==> src/rtl/cc_demux_12_pkg.sv <==
// Shared definitions for the 1-to-2 registered demultiplexer: channel indices,
// slot state encoding and the target-channel selection helper.
package cc_demux_12_pkg;

    localparam logic CH1 = 1'b0;
    localparam logic CH2 = 1'b1;

    typedef enum logic {
        EMPTY = 1'b0,
        FULL  = 1'b1
    } slotState_t;

    // Round-robin pointer wins over the select input whenever autoSelect is set.
    function automatic logic pickTarget(
        input logic autoSelect,
        input logic rrPtr,
        input logic selectBus
    );
        return autoSelect ? rrPtr : selectBus;
    endfunction

endpackage

==> src/rtl/cc_demux_12_slot.sv <==
// One output channel of the demux: a one-word holding register with its
// FULL flag, the valid/ready drain logic and a wrapping delivered-word counter.
//
// state | meaning
// ------+---------------------------------------------------------------
// EMPTY | no word held; valid low, data keeps the last delivered word
// FULL  | word held and presented; leaves only on a drain without reload
module cc_demux_12_slot
    import cc_demux_12_pkg::*;
#(
    parameter int NUMBER_DATAWIDTH  = 8,
    parameter int NUMBER_COUNTWIDTH = 8
) (
    input  logic                         clk,
    input  logic                         rst_n,
    input  logic                         load,
    input  logic [NUMBER_DATAWIDTH-1:0]  loadData,
    input  logic                         consumerReady,
    output logic                         slotValid,
    output logic                         slotFull,
    output logic [NUMBER_DATAWIDTH-1:0]  slotData,
    output logic [NUMBER_COUNTWIDTH-1:0] slotCount
);

    slotState_t                   state;
    slotState_t                   nextState;
    logic                         drain;
    logic [NUMBER_DATAWIDTH-1:0]  dataReg;
    logic [NUMBER_COUNTWIDTH-1:0] countReg;

    assign drain = (state == FULL) && consumerReady;

    always_ff @(posedge clk or negedge rst_n) begin
        if (!rst_n) begin
            state <= EMPTY;
        end else begin
            state <= nextState;
        end
    end

    // A reload on the drain edge keeps the slot FULL with the new word.
    always_comb begin
        nextState = state;
        case (state)
            EMPTY: begin
                if (load) begin
                    nextState = FULL;
                end
            end
            FULL: begin
                if (load) begin
                    nextState = FULL;
                end else if (drain) begin
                    nextState = EMPTY;
                end
            end
            default: nextState = EMPTY;
        endcase
    end

    always_ff @(posedge clk or negedge rst_n) begin
        if (!rst_n) begin
            dataReg <= '0;
        end else if (load) begin
            dataReg <= loadData;
        end
    end

    always_ff @(posedge clk or negedge rst_n) begin
        if (!rst_n) begin
            countReg <= '0;
        end else if (drain) begin
            countReg <= countReg + NUMBER_COUNTWIDTH'(1);
        end
    end

    assign slotValid = (state == FULL);
    assign slotFull  = (state == FULL);
    assign slotData  = dataReg;
    assign slotCount = countReg;

endmodule

==> src/rtl/cc_demux_12.sv <==
// Registered 1-to-2 demultiplexer: routes a valid/ready word stream to one of
// two independently handshaked channel slots, by select input or round-robin.
module cc_demux_12
    import cc_demux_12_pkg::*;
#(
    parameter int NUMBER_DATAWIDTH  = 8,
    parameter int NUMBER_COUNTWIDTH = 8
) (
    input  logic                         CC_DEMUX_12_CLOCK_50,
    input  logic                         CC_DEMUX_12_RESET_InLow,
    input  logic                         CC_DEMUX_12_autoSelect_In,
    input  logic                         CC_DEMUX_12_select_InBUS,
    input  logic [NUMBER_DATAWIDTH-1:0]  CC_DEMUX_12_data_InBUS,
    input  logic                         CC_DEMUX_12_valid_In,
    output logic                         CC_DEMUX_12_ready_Out,
    output logic [NUMBER_DATAWIDTH-1:0]  CC_DEMUX_12_data1_OutBUS,
    output logic [NUMBER_DATAWIDTH-1:0]  CC_DEMUX_12_data2_OutBUS,
    output logic                         CC_DEMUX_12_valid1_Out,
    output logic                         CC_DEMUX_12_valid2_Out,
    input  logic                         CC_DEMUX_12_ready1_In,
    input  logic                         CC_DEMUX_12_ready2_In,
    output logic [NUMBER_COUNTWIDTH-1:0] CC_DEMUX_12_count1_OutBUS,
    output logic [NUMBER_COUNTWIDTH-1:0] CC_DEMUX_12_count2_OutBUS
);

    logic clk;
    logic rst_n;
    logic target;
    logic targetFull;
    logic targetReady;
    logic accept;
    logic load1;
    logic load2;
    logic full1;
    logic full2;
    logic rrPtr;

    assign clk   = CC_DEMUX_12_CLOCK_50;
    assign rst_n = CC_DEMUX_12_RESET_InLow;

    assign target = pickTarget(CC_DEMUX_12_autoSelect_In, rrPtr, CC_DEMUX_12_select_InBUS);

    always_comb begin
        targetFull  = full1;
        targetReady = CC_DEMUX_12_ready1_In;
        if (target == CH2) begin
            targetFull  = full2;
            targetReady = CC_DEMUX_12_ready2_In;
        end
    end

    // Only the addressed slot gates the input, so a stalled target blocks the
    // stream even when the other slot is free; ordering is never changed.
    assign CC_DEMUX_12_ready_Out = rst_n && (!targetFull || targetReady);

    assign accept = CC_DEMUX_12_valid_In && CC_DEMUX_12_ready_Out;
    assign load1  = accept && (target == CH1);
    assign load2  = accept && (target == CH2);

    always_ff @(posedge clk or negedge rst_n) begin
        if (!rst_n) begin
            rrPtr <= CH1;
        end else if (accept && CC_DEMUX_12_autoSelect_In) begin
            rrPtr <= ~rrPtr;
        end
    end

    cc_demux_12_slot #(
        .NUMBER_DATAWIDTH  (NUMBER_DATAWIDTH),
        .NUMBER_COUNTWIDTH (NUMBER_COUNTWIDTH)
    ) slot1 (
        .clk           (clk),
        .rst_n         (rst_n),
        .load          (load1),
        .loadData      (CC_DEMUX_12_data_InBUS),
        .consumerReady (CC_DEMUX_12_ready1_In),
        .slotValid     (CC_DEMUX_12_valid1_Out),
        .slotFull      (full1),
        .slotData      (CC_DEMUX_12_data1_OutBUS),
        .slotCount     (CC_DEMUX_12_count1_OutBUS)
    );

    cc_demux_12_slot #(
        .NUMBER_DATAWIDTH  (NUMBER_DATAWIDTH),
        .NUMBER_COUNTWIDTH (NUMBER_COUNTWIDTH)
    ) slot2 (
        .clk           (clk),
        .rst_n         (rst_n),
        .load          (load2),
        .loadData      (CC_DEMUX_12_data_InBUS),
        .consumerReady (CC_DEMUX_12_ready2_In),
        .slotValid     (CC_DEMUX_12_valid2_Out),
        .slotFull      (full2),
        .slotData      (CC_DEMUX_12_data2_OutBUS),
        .slotCount     (CC_DEMUX_12_count2_OutBUS)
    );

endmodule

==> config.mk <==
export PLATFORM = sky130hd
export DESIGN_NAME = cc_demux_12
export DESIGN_NICKNAME = d
export VERILOG_FILES = /design/src/rtl/cc_demux_12_pkg.sv /design/src/rtl/cc_demux_12_slot.sv /design/src/rtl/cc_demux_12.sv
export SDC_FILE = /design/constraint.sdc
export NUM_CORES = 1
export LEC_CHECK = 0
export CORE_MARGIN = 1.5
export CORE_UTILIZATION = 40
export DETAILED_ROUTE_END_ITERATION = 8
export GPL_TIMING_DRIVEN = 0
export HOLD_SLACK_MARGIN = 0.12
export PLACE_DENSITY = 0.77
export SLEW_MARGIN = 40
export SYNTH_ARGS = -nofsm -noshare
export SYNTH_HDL_FRONTEND = slang
export SYNTH_SLANG_ARGS = --single-unit
==> constraint.sdc <==
create_clock -name CC_DEMUX_12_CLOCK_50 -period 1.3 [get_ports CC_DEMUX_12_CLOCK_50]
set_input_delay 0.195 -clock CC_DEMUX_12_CLOCK_50 [delete_from_list [all_inputs] [get_ports CC_DEMUX_12_CLOCK_50]]
set_output_delay 0.195 -clock CC_DEMUX_12_CLOCK_50 [all_outputs]
set_load 0.02 [all_outputs]
==> flow_summary_export.csv, run 1 <==
group,metric,value,unit
synthesis,synth-xor-area-share,8.412,%
timing,timing.hold.ws,0.3289,ns
critical_path,critPathCaptureType,"output port",
flow_run,cap_violations,0,
synthesis,ys_top_cells_by_area,"dfrtp_1 (60%), mux2_2 (14%), xnor2_1 (6.0%)",
clocking,cts_buffer_depth,2,
place,gp_congestion,0.7590,
synthesis,synth-edff-count,0,
drt,viasPerCell,4.874,
run_status,violations,"negative setup slack",
run_status,status,"finished with violations",
clocking,root_buffer,"clkbuf_4",
floorplanning,start_util,42.67,%
clocking,insertion_delay,0.33,ns
critical_path,required,1.11,ns
synthesis,yosysTopAreaCellShare,60.09,%
layout,nets,195,
layout,nFillCells,300,
synthesis,yosys.cell_types.count,24,
min_path,min_from,"CC_DEMUX_12_autoSelect_In",
drt,drc,0,
drt,first_pass_iters,4,
layout,diodes,0,
timing,relSlewSlack,64.33,%
clocking,cts_tree,"done",
synthesis,ys_seq_elements,35,
place,io_buffers,49,
critical_path,reg2reg_depth,5,
synthesis,synth_top_family_by_area,"multiplexers",
timing,setup_viol,17,
power,ir_drop,0.0009455,V
grt,grt_pass1_wl,5306,um
floorplanning,die_area,4015,um2
power,power-per-cell-area,1731,nW/um2
place,hpwl,2183,um
synthesis,synth_ff_type,"dfrtp_1",
power,report.power.total,3.867,mW
floorplanning,coreArea,3416,um2
drt,vias,1087,
timing,hold_viol,0,
timing,finalWorstPathRequiredPeriod,1.575,ns
synthesis,yosys.area_share.adder,1.717,%
clocking,htreeDepth,2,
grt,antenna_found_initial,0,
synthesis,yosysWarnings,0,
floorplanning,die_y,63.37,um
synthesis,yosysSeqAreaShare,60.09,%
synthesis,syn_inst,108,
synthesis,synth_mux_area_share,14.85,%
grt,grt_pass1_vias,1122,
critical_path,critical_path_class,"reg -> out",
clocking,cts.sink_count,35,
min_path,worstHoldPathType,"in -> reg",
timing,max_freq,0.6351,GHz
drt,ant_nets,0,
critical_path,crit_start,"rrPtr$_DFFE_PN0P_",
clocking,clk_pin_slew_worst_paths,0.09,ns
clocking,cts_buffers,5,
synthesis,yosysMostFrequentCell,"dfrtp_1",
synthesis,async_reset_ff_share,100.0,%
drt,wl_per_cell,14.78,um
synthesis,synth_largest_area_cell,"dfrtp_1",
synthesis,synthTopCellsByCount,"dfrtp_1 (35), mux2_2 (18), nand2_1 (11)",
drt,finalWirelength,3295,um
timing,period_share,121.1,%
timing,grt_setup_unrepaired,"yes",
timing,drv_slew,0,
grt,grt_max_degree,27,
floorplanning,row_count,21,
drt,dr.first_iter.drc_count,34,
synthesis,synth_compound_area_share,2.489,%
layout,final_layout_size_suffix_gt1_share,33.33,%
synthesis,synth-simple-area-share,11.16,%
timing,worst_slew_pin_slew,0.5333,ns
timing,clock-skew-final,0.006809,ns
synthesis,syn_area_per_cell,13.50,um2
floorplanning,die_x,63.37,um
critical_path,crit_fanout,4,
critical_path,critical_path_arrival,1.38,ns
layout,syn_to_final_growth,53.30,%
critical_path,reg2reg_from,"rrPtr$_DFFE_PN0P_",
synthesis,synth_nets,125,
floorplanning,num_io_pins,50,
grt,grt.overflow.total,0,
timing,layout_setup_ws,-0.2747,ns
power,power.leakage,1.063,nW
synthesis,syn-cell-area,1458,um2
critical_path,reg2reg_to,"slot1.slotData[1]$_DFFE_PN0P_",
critical_path,cp-start-kind,"register",
critical_path,rrSetupSlack,-0.21,ns
grt,track_usage,17.63,%
critical_path,cp-endpoint,"CC_DEMUX_12_ready_Out",
## critical path, cell delays in order (launching register included)
cell and delay (ns):
dfrtp_1 0.40, mux2i_4 0.10, buf_6 0.14, a311oi_2 0.23, buf_4 0.18
## placed cells by master (no fill, tap or decap), drive strengths merged, types with 2 or more instances in the layout
| master | instances |
|---|---|
| and3 | 2 |
| and4 | 2 |
| buf | 14 |
| clkbuf | 15 |
| clkdlybuf4s15 | 12 |
| clkdlybuf4s50 | 11 |
| dfrtp | 35 |
| dlygate4sd2 | 16 |
| dlygate4sd3 | 2 |
| ha | 2 |
| inv | 2 |
| mux2 | 18 |
| nand2 | 11 |
| nand2b | 2 |
| nand3 | 2 |
| nand4 | 2 |
| nor2 | 4 |
| nor3 | 3 |
| xnor2 | 10 |
| xor2 | 4 |
## cells by family after synthesis
group	after synthesis
and+or+nand+nor	30
AOI/OAI and AO/OA	5
buffers and inverters	3
xor gates and xnor gates	14
adders and majority gates	2
DFF	35
muxes	19
## report_power, final
group	internal (mW)	switching (mW)
registers	1.42	0.260
clock network	0.192	0.318
logic	0.868	0.814
## registers in the layout, summed over array words and instances, names as in the netlist
register         count
slot1.slotFull       1
slot2.slotFull       1
rrPtr                1
slot1.slotData       8
slot2.slotCount      8
slot1.slotCount      8
slot2.slotData       8
## how the worst min path moves through the flow
stage                                                 to  slack, ns  cells after the start
after floorplan                        rrPtr$_DFFE_PN0P_      -0.10                      0
after global placement    slot1.slotCount[7]$_DFFE_PN0P_       0.46                      1
after detailed placement  slot2.slotCount[5]$_DFFE_PN0P_       0.11                      1
after CTS                 slot2.slotCount[5]$_DFFE_PN0P_      -0.26                      1
after global routing                   rrPtr$_DFFE_PN0P_       0.31                      2
final                                  rrPtr$_DFFE_PN0P_       0.33                      2
## area by class of cell
type                       instances  area, um2  share of cell area (%)
multi-input combinational         70      649.4                   29.06
sequential                        35      878.3                   39.31
inverter                           2      7.507                  0.3359
tap                               46      57.56                   2.576
buffer                             1      11.26                  0.5039
clock buffer                       6      41.29                   1.848
timing repair buffer              63      589.3                   26.37
## per-layer routing
layer / wire (um) / vias to the layer above / GRT usage, %
met5: 0 / - / 0
met4: 30 / 0 / 6.522
met3: 277 / 4 / 9.107
met2: 1630 / 38 / 27.63
met1: 1357 / 535 / 20.61
li1: - / 510 / -
## through the flow
step / TNS (ns) / std cells / setup WS, ns / area (um2) / utilization [%]
finish: -2.376 / 223 / -0.2747 / 2235 / 65.42
global route: -3.509 / 223 / -0.3576 / 2235 / 65.42
CTS: -2.696 / 214 / -0.3252 / 2143 / 62.75
detailed placement: -12.61 / 204 / -1.027 / 2056 / 60.18
global placement: -62.79 / 203 / -1.933 / 2033 / 59.52
floorplan: -1.143 / 108 / -0.07953 / 1485 / -
## repair_timing
action	4_1_cts	5_1_grt
buffers inserted	3	6
setup endpoints to repair	52	36
gates cloned	1	0
pin swaps	4	1
hold endpoints to repair	35	35
gates resized for setup	72	26
Note: power is estimated with default switching activity, not from simulation.
==> run 2, diff against run 1 <==
Settings changed: SLEW_MARGIN 40 to 20.
==> run 2 against run 1 <==
Effect of this change:
- the run ends with negative hold slack, negative setup slack left
- non-clock buffer count down 4
- critical endpoint unchanged
- setup slack improved by 0.013 ns
- die area is the same
==> flow_summary_export.csv, run 2 (same netlist as run 1, synthesis figures left out) <==
group,metric,value,unit
run_status,status,"finished with violations",
run_status,violations,"negative hold slack, negative setup slack",
floorplanning,row_count,21,
floorplanning,coreArea,3416,um2
layout,nFillCells,309,
power,power-per-cell-area,1758,nW/um2
place,place_ws,-1.010,ns
critical_path,cp-start-kind,"register",
power,ir_drop,0.0008941,V
clocking,cts_buffer_depth,2,
layout,diodes,0,
min_path,worstHoldPathType,"in -> async",
timing,hold_viol,11,
timing,period_share,120.1,%
grt,grt_pass1_vias,1126,
critical_path,critical_path_class,"reg -> out",
layout,mostFrequentLayoutCell,"dfrtp_1",
timing,drv_slew,0,
place,place_inst,204,
drt,wl_per_cell,14.55,um
clocking,clk_pin_slew_worst_paths,0.09,ns
clocking,cts.sink_count,35,
place,io_buffers,49,
clocking,cts_tree,"done",
power,power.leakage,1.040,nW
drt,finalWirelength,3187,um
critical_path,crit_fanout,4,
timing,max_freq,0.6405,GHz
timing,timing.hold.ws,-0.2657,ns
grt,grt_pass1_wl,5168,um
place,gp_congestion,0.7590,
drt,viasPerCell,4.945,
timing,finalWorstPathRequiredPeriod,1.561,ns
drt,dr.first_iter.drc_count,22,
drt,first_pass_iters,5,
grt,antenna_found_initial,0,
flow_run,cap_violations,0,
grt,grt_max_degree,28,
floorplanning,die_y,63.37,um
drt,ant_nets,0,
clocking,insertion_delay,0.33,ns
clocking,root_buffer,"clkbuf_4",
place,placed_area,2048,um2
place,hpwl,2212,um
timing,worst_slew_pin_slew,0.3036,ns
timing,layout_setup_ws,-0.2612,ns
layout,syn_to_final_growth,49.18,%
timing,relSlewSlack,79.76,%
critical_path,critical_path_arrival,1.37,ns
critical_path,critPathCaptureType,"output port",
critical_path,required,1.11,ns
floorplanning,num_io_pins,50,
floorplanning,start_util,42.67,%
drt,vias,1083,
grt,track_usage,17.23,%
grt,grt.overflow.total,0,
floorplanning,die_x,63.37,um
timing,setup_viol,17,
layout,nets,191,
drt,drc,0,
timing,clock-skew-final,0.005194,ns
clocking,cts_buffers,5,
layout,final_cell_mix,"dfrtp_1 (33), dlygate4sd2_1 (18), mux2_4 (16)",
layout,layout.cells.non_filler,219,
layout,final_layout_size_suffix_gt1_share,32.95,%
clocking,htreeDepth,2,
layout,fin_area,2175,um2
floorplanning,die_area,4015,um2
timing,grt_setup_unrepaired,"yes",
run 2: cell count changes in the layout (fill, tap and decap cells not counted):
cell | before | now
buf_2 | 0 | 1
buf_16 | 1 | 0
dlygate4sd2_1 | 16 | 18
clkdlybuf4s15_1 | 7 | 5
buf_4 | 7 | 6
clkbuf_4 | 6 | 5
dlygate4sd3_1 | 2 | 0
run 2: final timing paths:
kind	from	end	slack, ns	cells past startpoint
worst max-delay path	rrPtr$_DFFE_PN0P_	CC_DEMUX_12_ready_Out	-0.26	4
worst min-delay path	CC_DEMUX_12_RESET_InLow	slot2.slotCount[6]$_DFFE_PN0P_	-0.27	1
worst max register to register	rrPtr$_DFFE_PN0P_	slot1.slotData[1]$_DFFE_PN0P_	-0.19	5
worst min register to register	slot1.slotCount[7]$_DFFE_PN0P_	slot1.slotCount[7]$_DFFE_PN0P_	0.47	1
max in group asynchronous	CC_DEMUX_12_RESET_InLow	slot1.slotFull$_DFF_PN0_	1.12	2
min in group CC_DEMUX_12_CLOCK_50	CC_DEMUX_12_autoSelect_In	rrPtr$_DFFE_PN0P_	0.32	2
run 2: power by group:
group / internal [mW] / total (mW) / leakage [nW] / switching (mW)
clock network: 0.192 / 0.512 / 0.0242 / 0.320
registers: 1.42 / 1.69 / 0.433 / 0.279
logic: 0.826 / 1.62 / 0.583 / 0.790
run 2: metal layers:
| metal | wire length [um] | track usage, % | up-vias |
|---|---|---|---|
| li1 | - | - | 504 |
| met1 | 1259 | 18.91 | 535 |
| met2 | 1586 | 28.16 | 39 |
| met3 | 288 | 9.107 | 5 |
| met4 | 52 | 6.522 | 0 |
| met5 | 0 | 0 | - |
run 2: per-stage QoR:
step | util [%] | TNS (ns) | power, mW
2_1_floorplan | - | -1.143 | 2.491
3_3_place_gp | 59.52 | -62.79 | 3.274
3_5_place_dp | 59.96 | -12.36 | 3.347
4_1_cts | 62.42 | -2.677 | 3.747
5_1_grt | 63.66 | -4.472 | 4.071
6_report | 63.66 | -3.125 | 3.823
run 2: layout make-up:
type                            count  area [um2]  area share, %
Tap cell                           46       57.56          2.647
Inverter                            2       7.507         0.3452
Clock buffer                        6       41.29          1.899
Buffer                              1       11.26         0.5178
Sequential cell                    35       878.3          40.39
Multi-Input combinational cell     70       649.4          29.86
Timing Repair Buffer               59       529.3          24.34
run 2: critical path: stages, from the launching register on:
cell and delay [ns]:
dfrtp_1 0.41, mux2i_4 0.09, buf_6 0.13, a311oi_2 0.23, buf_4 0.18
run 2: what timing repair did:
| item | in CTS | in global routing |
|---|---|---|
| endpoints found under the hold margin | 35 | 35 |
| pin swaps | 4 | 1 |
| resized for setup | 69 | 26 |
| setup buffers | 3 | 5 |
| cloned | 1 | 0 |
| setup endpoints to repair | 52 | 33 |
==> run 3, diff against run 2 <==
Settings changed: GPL_ROUTABILITY_DRIVEN set to 0.
==> results of run 3 <==
The final DEF is identical to that of run 2; final timing and power are the same.
